[src/rtl/cpu_pkg.sv]
// Shared CPU opcode map and register-usage decode.
// The pipeline hazard controller and the datapath Q5 dest-select both use these functions.
package cpu_pkg;

  localparam int CPU_OPC_W = 6;
  localparam int CPU_REG_W = 5;

  localparam logic [CPU_OPC_W-1:0] OPC_NOP   = 6'd0;
  localparam logic [CPU_OPC_W-1:0] OPC_ADD   = 6'd1;
  localparam logic [CPU_OPC_W-1:0] OPC_SUB   = 6'd2;
  localparam logic [CPU_OPC_W-1:0] OPC_LOAD  = 6'd4;
  localparam logic [CPU_OPC_W-1:0] OPC_MOVE  = 6'd5;
  localparam logic [CPU_OPC_W-1:0] OPC_MOVEI = 6'd16;
  localparam logic [CPU_OPC_W-1:0] OPC_SLI   = 6'd17;
  localparam logic [CPU_OPC_W-1:0] OPC_SRI   = 6'd18;
  localparam logic [CPU_OPC_W-1:0] OPC_ADDI  = 6'd19;
  localparam logic [CPU_OPC_W-1:0] OPC_SUBI  = 6'd20;
  localparam logic [CPU_OPC_W-1:0] OPC_BRA   = 6'd21;
  localparam logic [CPU_OPC_W-1:0] OPC_JMP   = 6'd22;

  // Immediate-style ops put their destination in the rs2 field.
  function automatic logic writes_rs2_dest(input logic [CPU_OPC_W-1:0] opc);
    return (opc == 6'd4) || (opc == 6'd5) || (opc >= 6'd15 && opc <= 6'd20);
  endfunction

  // Register-register ops write through the rd field.
  function automatic logic writes_rd_dest(input logic [CPU_OPC_W-1:0] opc);
    return (opc == 6'd1) || (opc == 6'd2) || (opc >= 6'd6 && opc <= 6'd14);
  endfunction

  function automatic logic reads_rs1(input logic [CPU_OPC_W-1:0] opc);
    return (opc >= 6'd1 && opc <= 6'd15) || (opc >= 6'd17 && opc <= 6'd21);
  endfunction

  function automatic logic reads_rs2(input logic [CPU_OPC_W-1:0] opc);
    return (opc == 6'd1) || (opc == 6'd2) || (opc >= 6'd6 && opc <= 6'd14);
  endfunction

endpackage

[src/rtl/pipe_hazard_ctrl_scoreboard.sv]
// haz_scoreboard: three-slot (EX, DM, WB) record of in-flight register writes,
// shifted every cycle, with two read-port match compares against all valid slots.
module haz_scoreboard #(
  parameter int REG_W = 5
) (
  input  logic             clk,
  input  logic             reset,
  input  logic             issue_vld,
  input  logic [REG_W-1:0] issue_dest,
  input  logic             rd1_en,
  input  logic [REG_W-1:0] rd1_reg,
  input  logic             rd2_en,
  input  logic [REG_W-1:0] rd2_reg,
  output logic             match
);

  logic             ex_vld_q, dm_vld_q, wb_vld_q;
  logic             ex_vld_d, dm_vld_d, wb_vld_d;
  logic [REG_W-1:0] ex_dst_q, dm_dst_q, wb_dst_q;
  logic [REG_W-1:0] ex_dst_d, dm_dst_d, wb_dst_d;

  // Slot shift: new issue enters EX, oldest entry falls out of WB.
  always_comb begin
    ex_vld_d = issue_vld;
    ex_dst_d = issue_dest;
    dm_vld_d = ex_vld_q;
    dm_dst_d = ex_dst_q;
    wb_vld_d = dm_vld_q;
    wb_dst_d = dm_dst_q;
    if (reset) begin
      ex_vld_d = 1'b0;
      dm_vld_d = 1'b0;
      wb_vld_d = 1'b0;
    end
  end

  // Slot registers.
  always_ff @(posedge clk) begin
    ex_vld_q <= ex_vld_d;
    dm_vld_q <= dm_vld_d;
    wb_vld_q <= wb_vld_d;
    ex_dst_q <= ex_dst_d;
    dm_dst_q <= dm_dst_d;
    wb_dst_q <= wb_dst_d;
  end

  // Any enabled read port hitting any valid slot; the register file has no write-before-read bypass.
  always_comb begin
    match = 1'b0;
    if (rd1_en && ((ex_vld_q && ex_dst_q == rd1_reg) ||
                   (dm_vld_q && dm_dst_q == rd1_reg) ||
                   (wb_vld_q && wb_dst_q == rd1_reg)))
      match = 1'b1;
    if (rd2_en && ((ex_vld_q && ex_dst_q == rd2_reg) ||
                   (dm_vld_q && dm_dst_q == rd2_reg) ||
                   (wb_vld_q && wb_dst_q == rd2_reg)))
      match = 1'b1;
  end

endmodule

[src/rtl/pipe_hazard_ctrl.sv]
// pipe_hazard_ctrl: RAW-hazard stall and taken-branch squash control for the 5-stage pipeline.
// Optional macro PIPE_HAZ_PERF_EN adds saturating stall/flush performance counters.
module pipe_hazard_ctrl
  import cpu_pkg::*;
#(
  parameter int OPC_W = 6,
  parameter int REG_W = 5,
  parameter int CNT_W = 16
) (
  input  logic             clk,
  input  logic             reset,
  input  logic             id_valid,
  input  logic [OPC_W-1:0] id_opc,
  input  logic [REG_W-1:0] id_rs1,
  input  logic [REG_W-1:0] id_rs2,
  input  logic [REG_W-1:0] id_rd,
  input  logic             br_taken,
  output logic             stall,
  output logic             bubble,
`ifdef PIPE_HAZ_PERF_EN
  output logic [CNT_W-1:0] stall_cnt,
  output logic [CNT_W-1:0] flush_cnt,
`endif
  output logic             kill_id
);

  logic             kill_id_q, kill_id_d;
  logic             live;
  logic             wr_rs2, wr_rd;
  logic             rd1_en, rd2_en;
  logic             match, hazard, redirect, issue_vld;
  logic [REG_W-1:0] issue_dest;

  // Decode of the ID instruction; a squashed slot is treated as a NOP.
  always_comb begin
    live       = id_valid && !kill_id_q;
    wr_rs2     = writes_rs2_dest(id_opc);
    wr_rd      = writes_rd_dest(id_opc);
    rd1_en     = live && reads_rs1(id_opc);
    rd2_en     = live && reads_rs2(id_opc);
    hazard     = live && match;
    issue_vld  = live && !hazard && (wr_rs2 || wr_rd);
    issue_dest = wr_rs2 ? id_rs2 : id_rd;
    redirect   = live && !hazard && br_taken && (id_opc == OPC_BRA || id_opc == OPC_JMP);
    kill_id_d  = reset ? 1'b0 : redirect;
  end

  haz_scoreboard #(.REG_W(REG_W)) u_scoreboard (
    .clk        (clk),
    .reset      (reset),
    .issue_vld  (issue_vld),
    .issue_dest (issue_dest),
    .rd1_en     (rd1_en),
    .rd1_reg    (id_rs1),
    .rd2_en     (rd2_en),
    .rd2_reg    (id_rs2),
    .match      (match)
  );

  // One squashed ID cycle follows every redirect.
  always_ff @(posedge clk) begin
    kill_id_q <= kill_id_d;
  end

  assign stall   = hazard;
  assign bubble  = hazard || kill_id_q;
  assign kill_id = kill_id_q;

`ifdef PIPE_HAZ_PERF_EN
  logic [CNT_W-1:0] stall_cnt_q, stall_cnt_d;
  logic [CNT_W-1:0] flush_cnt_q, flush_cnt_d;

  // Saturating event counters.
  always_comb begin
    stall_cnt_d = stall_cnt_q;
    flush_cnt_d = flush_cnt_q;
    if (hazard && stall_cnt_q != {CNT_W{1'b1}})
      stall_cnt_d = stall_cnt_q + 1'b1;
    if (redirect && flush_cnt_q != {CNT_W{1'b1}})
      flush_cnt_d = flush_cnt_q + 1'b1;
    if (reset) begin
      stall_cnt_d = '0;
      flush_cnt_d = '0;
    end
  end

  // Counter registers.
  always_ff @(posedge clk) begin
    stall_cnt_q <= stall_cnt_d;
    flush_cnt_q <= flush_cnt_d;
  end

  assign stall_cnt = stall_cnt_q;
  assign flush_cnt = flush_cnt_q;
`endif

endmodule

[config.mk]
export PLATFORM = sky130hd
export DESIGN_NAME = pipe_hazard_ctrl
export DESIGN_NICKNAME = d
export VERILOG_FILES = /design/src/rtl/cpu_pkg.sv /design/src/rtl/pipe_hazard_ctrl_scoreboard.sv /design/src/rtl/pipe_hazard_ctrl.sv
export SDC_FILE = /design/constraint.sdc
export NUM_CORES = 1
export LEC_CHECK = 0
export BUFFER_PORTS_ARGS = -buffer_cell sky130_fd_sc_hd__clkbuf_2
export CORE_MARGIN = 2
export CORE_UTILIZATION = 52
export CTS_BUF_LIST = sky130_fd_sc_hd__clkbuf_4
export DETAILED_ROUTE_END_ITERATION = 7
export GPL_TIMING_DRIVEN = 0
export PLACE_DENSITY = 0.8
export RECOVER_POWER = 50
export SYNTH_ARGS = -nofsm -noshare
export SYNTH_HDL_FRONTEND = slang
export SYNTH_SLANG_ARGS = --single-unit
[constraint.sdc]
create_clock -name clk -period 1.75 [get_ports clk]
set_clock_uncertainty 0.1 [all_clocks]
set_input_delay 0.0875 -clock clk [delete_from_list [all_inputs] [get_ports clk]]
set_output_delay 0.0875 -clock clk [all_outputs]
set_load 0.02 [all_outputs]
==> results.md, run 1 <==
* Post-synth top flop: sky130_fd_sc_hd__dfxtp_1
* Maximum single-stage delay on the critical path at 0.38 ns
* Worst-case headroom to the max-slew limit at 69.6%
* IO Port Bufs at 27
* Residual antenna-violating net count after detailed routing at 0
* Critical-path top delay cell: sky130_fd_sc_hd__or3_1
* Register clock-pin slew on the reported worst setup and hold paths at 0.10 ns
* Wire length of the first global-routing pass at 3410 um
* Required time worst endpoint at 1.56 ns
* PD cells at 675 nW/um^2
* Highest layer used for signal routing: met4
* CTS root buf: sky130_fd_sc_hd__clkbuf_4
* Setup TNS Final at -0.785 ns
* Diodes inserted at 0
* Die ar. at 2230 sq um
* Worst R2R End: u_scoreboard.ex_vld_q
* RSZ-0062 raised after global routing: yes
* Min-Delay Path Depth at 2
* Maximum number of pins on one net before global-route repair at 12
* Most used standard cell by instance count after synthesis: sky130_fd_sc_hd__xor2_1
* Outcome: complete, but fails checks
* Met3 Wirelength at 125 um
* Summed instance area of the synthesized netlist at 970 sq um
* Initial antenna violation count at 0
* Ratio of cells with drive above 1 in the final layout at 42.9%
* Cell type with the largest total area after synthesis: sky130_fd_sc_hd__dfxtp_1
* Kind of cell adding the most delay to the critical path: simple AND/OR/NAND/NOR gates
* Total Wirelength at 2330 um
* Area of the core at 1750 sq um
* Buffers and inverters on the worst path at 1
* Startpoint type of the worst setup path: flop
* Count of nets after finishing at 166
* Worst-case reg-to-reg path depth at 6
* Worst Max-Slew Pin Slew at 0.445 ns
* Chip Width at 47.2 um
* # placed instances at 149
* H-Tree Level Count at 1
* Global Route Usage Sum at 21.9%
* Initial DRT Pass Iterations at 4
* Top-area cell type share of the netlist area at 39.2%
* Startpoint of the worst hold path: id_rs2[4]
* CTS tree: yes
* Worst Hold Path EP: u_scoreboard.dm_dst_d[4]
* DRC viols at 0
* Crit path arrival time at 1.99 ns
* Post-route worst hold slack at 0.0141 ns
* Wire length on met2 at 1190 um
* Total number of vias at 872
* Reg-to-reg critical path startpoint: u_scoreboard.dm_dst_q[1]
* Proportion of synthesized flip-flops having asynchronous set or reset at 0%
* Worst voltage drop across the vdd grid at 753 uV
* Crit Path Max Fanout at 4
* Worst hold path type: primary input to flop
* Floorplan row count at 15
* Final cell count without fillers at 165
* Post-synthesis sequential element count at 19
* Buffers from clock root to sink, at most at 2
* Mapped Nets at 122
* Sink count of the clock tree at 19
* Average routed wire per standard cell at 14.1 um
* Boundary Pins at 28
* Last weighted congestion value of the routability-driven placer at 0.760
* Worst setup margin at -0.425 ns
* Yosys warning total at 0
* Syn_area_per_cell at 10.0 sq um
* Setup violation total in the final timing report at 2
* Area grow syn2layout at 38.7%
* Number of synthesized flops with an enable pin at 0
* Vias in the first global route at 819
* Die Ht at 47.2 um
* Share of the yosys chip area belonging to registers at 39.2%
* Reported max-cap violation count at 0
* Period utilization at 124%
* Distinct cell type count after synthesis at 23
* Post-layout minimum cycle time at 2.17 ns
* Initial detailed-routing violation count at 18
* Residual overflow from global routing at 0
* Detailed-route wire length on metal 1 at 1010 um
* Slack of the worst reg-to-reg path at 0.06 ns
* Most frequent cells after synthesis: sky130_fd_sc_hd__xor2_1, sky130_fd_sc_hd__dfxtp_1, sky130_fd_sc_hd__nor4_1, sky130_fd_sc_hd__xnor2_1, sky130_fd_sc_hd__and3_1
* Leading post-synthesis cells by cell area: sky130_fd_sc_hd__dfxtp_1, sky130_fd_sc_hd__xor2_1, sky130_fd_sc_hd__xnor2_1
* Reported leakage power at 0.000608 uW
* Violated checks: setup timing
* Number of stages on the worst setup path at 6
* Starting utilization of the core area at 55.6%
* CP Cell Sequence: xor2_1 > nor4_1 > and3_1 > o31a_1 > or3_1 > buf_6
* Endpoint type of the worst setup path: output port
* Critical path start-end classification: flop to output port
* Number of pins with negative max-slew slack in the final report at 0
* Clock latency on the worst-skew pair at 0.30 ns
* Number of standard cells after synthesis at 97
* Via density per instance at 5.28
* Number of clock buffers inserted by TritonCTS at 3
* Max Freq at 0.460 GHz
* Final Hold Violating Endpoints at 0
[layout make-up]
cell class | instances | area [sq um]
inverters | 1 | 3.75
clock buffers | 3 | 22.5
repair buffers | 39 | 260
fillers | 113 | 400
clock inverters | 1 | 5.00
multi-input cells | 77 | 616
flip-flops and latches | 19 | 407
well taps | 25 | 31.3
[placed cells by master (no fill, tap or decap), drive strengths merged, types with 2 or more instances in the layout]
master / count
and3: 6
buf: 5
clkbuf: 28
dfxtp: 19
dlygate4sd3: 9
mux2: 5
nand2: 4
nand3: 2
nor2b: 4
nor3: 4
nor4: 7
or3: 2
xnor2: 7
xor2: 25
[power breakdown]
| part | total, uW | switching, uW | internal (uW) |
|---|---|---|---|
| clock network | 219 | 134 | 85.1 |
| registers | 499 | 31.8 | 467 |
| logic | 189 | 88.7 | 101 |
[cell families (layout without fill, tap and decap cells)]
family                 Yosys count  after routing  share of synthesized area [%]
AO/OA/AOI/OAI                    7              7                           6.06
multiplexers                     5              5                           5.81
XOR/XNOR                        32             32                           28.9
flip-flops                      19             19                           39.2
AND/OR/NAND/NOR                 33             33                           19.6
buffers and inverters            1             44                          0.387
[per-stage QoR]
| stage | utilization, % | area (sq um) | total power [uW] | setup slack, ns |
|---|---|---|---|---|
| detailed placement | 65.1 | 1140 | 661 | -0.0481 |
| global placement | 65.1 | 1140 | 651 | -0.0446 |
| CTS | 72.1 | 1260 | 890 | -0.350 |
| floorplan | - | 970 | 587 | 0.102 |
| global route | 77.1 | 1350 | 957 | -0.483 |
| finish | 77.1 | 1350 | 908 | -0.425 |
[what timing repair did]
action                                  4_1_cts  5_1_grt
gates resized for setup                      13       15
pin swaps                                     1        4
setup buffers                                 1        2
hold endpoints to repair                      8        2
endpoints found under the setup margin        2        3
hold buffers                                  7        2
[how the worst max path moves through the flow]
| stage | from | endpoint | slack (ns) |
|---|---|---|---|
| after floorplan | u_scoreboard.wb_dst_q[0] | bubble | 0.10 |
| after global placement | u_scoreboard.dm_dst_d[3] | bubble | -0.04 |
| after detailed placement | u_scoreboard.wb_dst_q[3] | bubble | -0.05 |
| after CTS | u_scoreboard.wb_dst_q[4] | bubble | -0.35 |
| after global routing | u_scoreboard.dm_dst_q[4] | bubble | -0.48 |
| final | u_scoreboard.dm_dst_q[4] | bubble | -0.42 |
[sequential cells by signal, indices dropped and copies added, names as in the netlist]
name,flops
u_scoreboard.ex_vld_q,1
kill_id,1
u_scoreboard.dm_dst_d,5
u_scoreboard.dm_vld_q,1
u_scoreboard.wb_dst_q,5
u_scoreboard.wb_vld_q,1
u_scoreboard.dm_dst_q,5
[layer usage]
layer | up-vias | GRT usage, %
li1 | 427 | -
met1 | 409 | 27.7
met2 | 34 | 37.3
met3 | 2 | 7.31
met4 | 0 | 2.78
met5 | - | 0
Note: power is estimated with default switching activity, not from simulation.
==> inputs of run 2 (changes only) <==
- clock period: 1.75 -> 2.2 ns (I/O delays scaled with it)
==> run 2 against run 1 <==
- the flow now finishes without violations
- count of clock-buffer cells in the layout is the same
- cell count shrank 3.0%
- sequential power shrank 21%
- largest cell class unchanged
==> results.md, run 2 (synthesis results as in run 1) <==
* Outcome: complete, no violations
* Worst voltage drop across the vdd grid at 590 uV (-22%)
* Reported max-cap violation count at 0 (unchanged)
* Sink count of the clock tree at 19 (unchanged)
* Minimum setup slack after placement at 0.379 ns (+0.427 ns)
* Crit path arrival time at 1.94 ns (-0.05 ns)
* Worst-case headroom to the max-slew limit at 72.1% (+2.5 points)
* Ratio of cells with drive above 1 in the final layout at 39.3% (-3.6 points)
* Max Freq at 0.466 GHz
* Worst hold path type: primary input to flop
* DRC viols at 0 (unchanged)
* Setup violation total in the final timing report at 0 (-2)
* Total number of vias at 819 (-6.1%)
* IO Port Bufs at 27 (unchanged)
* Maximum number of pins on one net before global-route repair at 12 (unchanged)
* Number of clock buffers inserted by TritonCTS at 3 (unchanged)
* Via density per instance at 5.12 (-3.1%)
* RSZ-0062 raised after global routing: yes
* Endpoint type of the worst setup path: output port
* H-Tree Level Count at 1 (unchanged)
* Initial detailed-routing violation count at 13 (-5)
* Vias in the first global route at 783 (-4.4%)
* Chip Width at 47.2 um (unchanged)
* Worst-case reg-to-reg path depth at 4 (-2)
* Post-layout minimum cycle time at 2.15 ns
* Min-Delay Path Depth at 2 (unchanged)
* Period utilization at 97.6%
* Most used cells in the layout excluding fill and tap cells: sky130_fd_sc_hd__clkbuf_2, sky130_fd_sc_hd__xor2_1, sky130_fd_sc_hd__dfxtp_2
* Global Route Usage Sum at 20.6% (-1.3 points)
* Final Util at 72.6% (-4.4 points)
* Initial DRT Pass Iterations at 4 (unchanged)
* Startpoint type of the worst setup path: flop
* Final cell count without fillers at 160 (-3.0%)
* Startpoint of the worst hold path: id_rs2[4]
* Boundary Pins at 28 (unchanged)
* Leading cell type in the layout, fill and taps excluded: sky130_fd_sc_hd__clkbuf_2
* Floorplan row count at 15 (unchanged)
* Final Hold Violating Endpoints at 0 (unchanged)
* Wire length of the first global-routing pass at 3200 um (-6.1%)
* Critical path start-end classification: flop to output port
* Count of nets after finishing at 161 (-3.0%)
* Post-route worst hold slack at 0.0325 ns (+0.0183 ns)
* Diodes inserted at 0 (unchanged)
* # placed instances at 149 (unchanged)
* Starting utilization of the core area at 55.6% (unchanged)
* Reported leakage power at 0.000577 uW (-5.0%)
* Last weighted congestion value of the routability-driven placer at 0.760 (unchanged)
* Required time worst endpoint at 1.99 ns (+0.43 ns)
* Reg-to-reg critical path startpoint: kill_id
* Initial antenna violation count at 0 (unchanged)
* Area grow syn2layout at 30.7%
* Buffers from clock root to sink, at most at 2 (unchanged)
* Die Ht at 47.2 um (unchanged)
* Register clock-pin slew on the reported worst setup and hold paths at 0.10 ns (about the same)
* CTS tree: yes
* Average routed wire per standard cell at 12.6 um (-11%)
* Slack of the worst reg-to-reg path at 0.71 ns (+0.65 ns)
* PD cells at 556 nW/um^2 (-18%)
* Area of the core at 1750 sq um (unchanged)
* Worst Max-Slew Pin Slew at 0.408 ns (-0.0364 ns)
* Worst Hold Path EP: u_scoreboard.dm_dst_d[4]
* Residual antenna-violating net count after detailed routing at 0 (unchanged)
* Design Power at 705 uW (-22%)
* Clock latency on the worst-skew pair at 0.29 ns (about the same)
* CTS root buf: sky130_fd_sc_hd__clkbuf_4
* Worst setup margin at 0.0532 ns (+0.478 ns)
* Worst R2R End: kill_id
* Number of pins with negative max-slew slack in the final report at 0 (unchanged)
* Total Wirelength at 2010 um (-14%)
* Number of setup buffers added after CTS at 0 (-1)
* Residual overflow from global routing at 0 (unchanged)
* Crit Path Max Fanout at 4 (unchanged)
* Die ar. at 2230 sq um (unchanged)
[run 2: power by group]
group	switching [uW]	internal, uW	total (uW)
Clock	103	67.7	171
Sequential	23.3	372	395
Combinational	64.6	73.9	139
Total	191	514	705
[run 2: routing by layer]
metal  wire length (um)  track usage [%]  vias to the layer above  share of wire (%)
met5                  0                0                        -                  0
met2                949             34.8                       25                 47
met4                  8             1.67                        0               0.40
met3                125             8.08                        2                6.2
met1                928             26.0                      369                 46
li1                   -                -                      423                  -
[run 2: how the worst max path moves through the flow]
stage | start | endpoint | depth (start not counted)
final | u_scoreboard.dm_dst_q[1] | bubble | 6
after global routing | u_scoreboard.dm_dst_q[1] | bubble | 6
after CTS | u_scoreboard.wb_dst_q[3] | bubble | 6
after detailed placement | u_scoreboard.wb_dst_q[3] | bubble | 6
after global placement | u_scoreboard.dm_dst_d[3] | bubble | 6
after floorplan | u_scoreboard.wb_dst_q[0] | bubble | 5
[run 2: critical path, stage by stage (launching register included)]
cell and delay (ns):
sky130_fd_sc_hd__dfxtp_4 0.37, sky130_fd_sc_hd__xor2_1 0.22, sky130_fd_sc_hd__nor4_1 0.09, sky130_fd_sc_hd__and3_1 0.17, sky130_fd_sc_hd__o31a_1 0.28, sky130_fd_sc_hd__or3_1 0.37, sky130_fd_sc_hd__buf_6 0.14
[run 2: per-stage QoR]
| stage | setup TNS [ns] | instance area [sq um] |
|---|---|---|
| after global routing | -0.0377 | 1270 |
| after detailed placement | 0 | 1140 |
| after floorplan | 0 | 970 |
| after global placement | 0 | 1140 |
| final | 0 | 1270 |
| after CTS | 0 | 1230 |
[run 2: what timing repair did]
action | in CTS | in global routing
hold buffers | 7 | 0
gates resized for setup | 0 | 19
endpoints found under the hold margin | 8 | 0
endpoints found under the setup margin | 0 | 2
[run 2: area by class of cell]
cell class,instances,area [sq um]
timing repair buffer,34,211
tap,25,31.3
clock buffer,3,22.5
fill,132,478
clock inverter,1,5.00
sequential,19,400
multi-input combinational,77,593
inverter,1,3.75
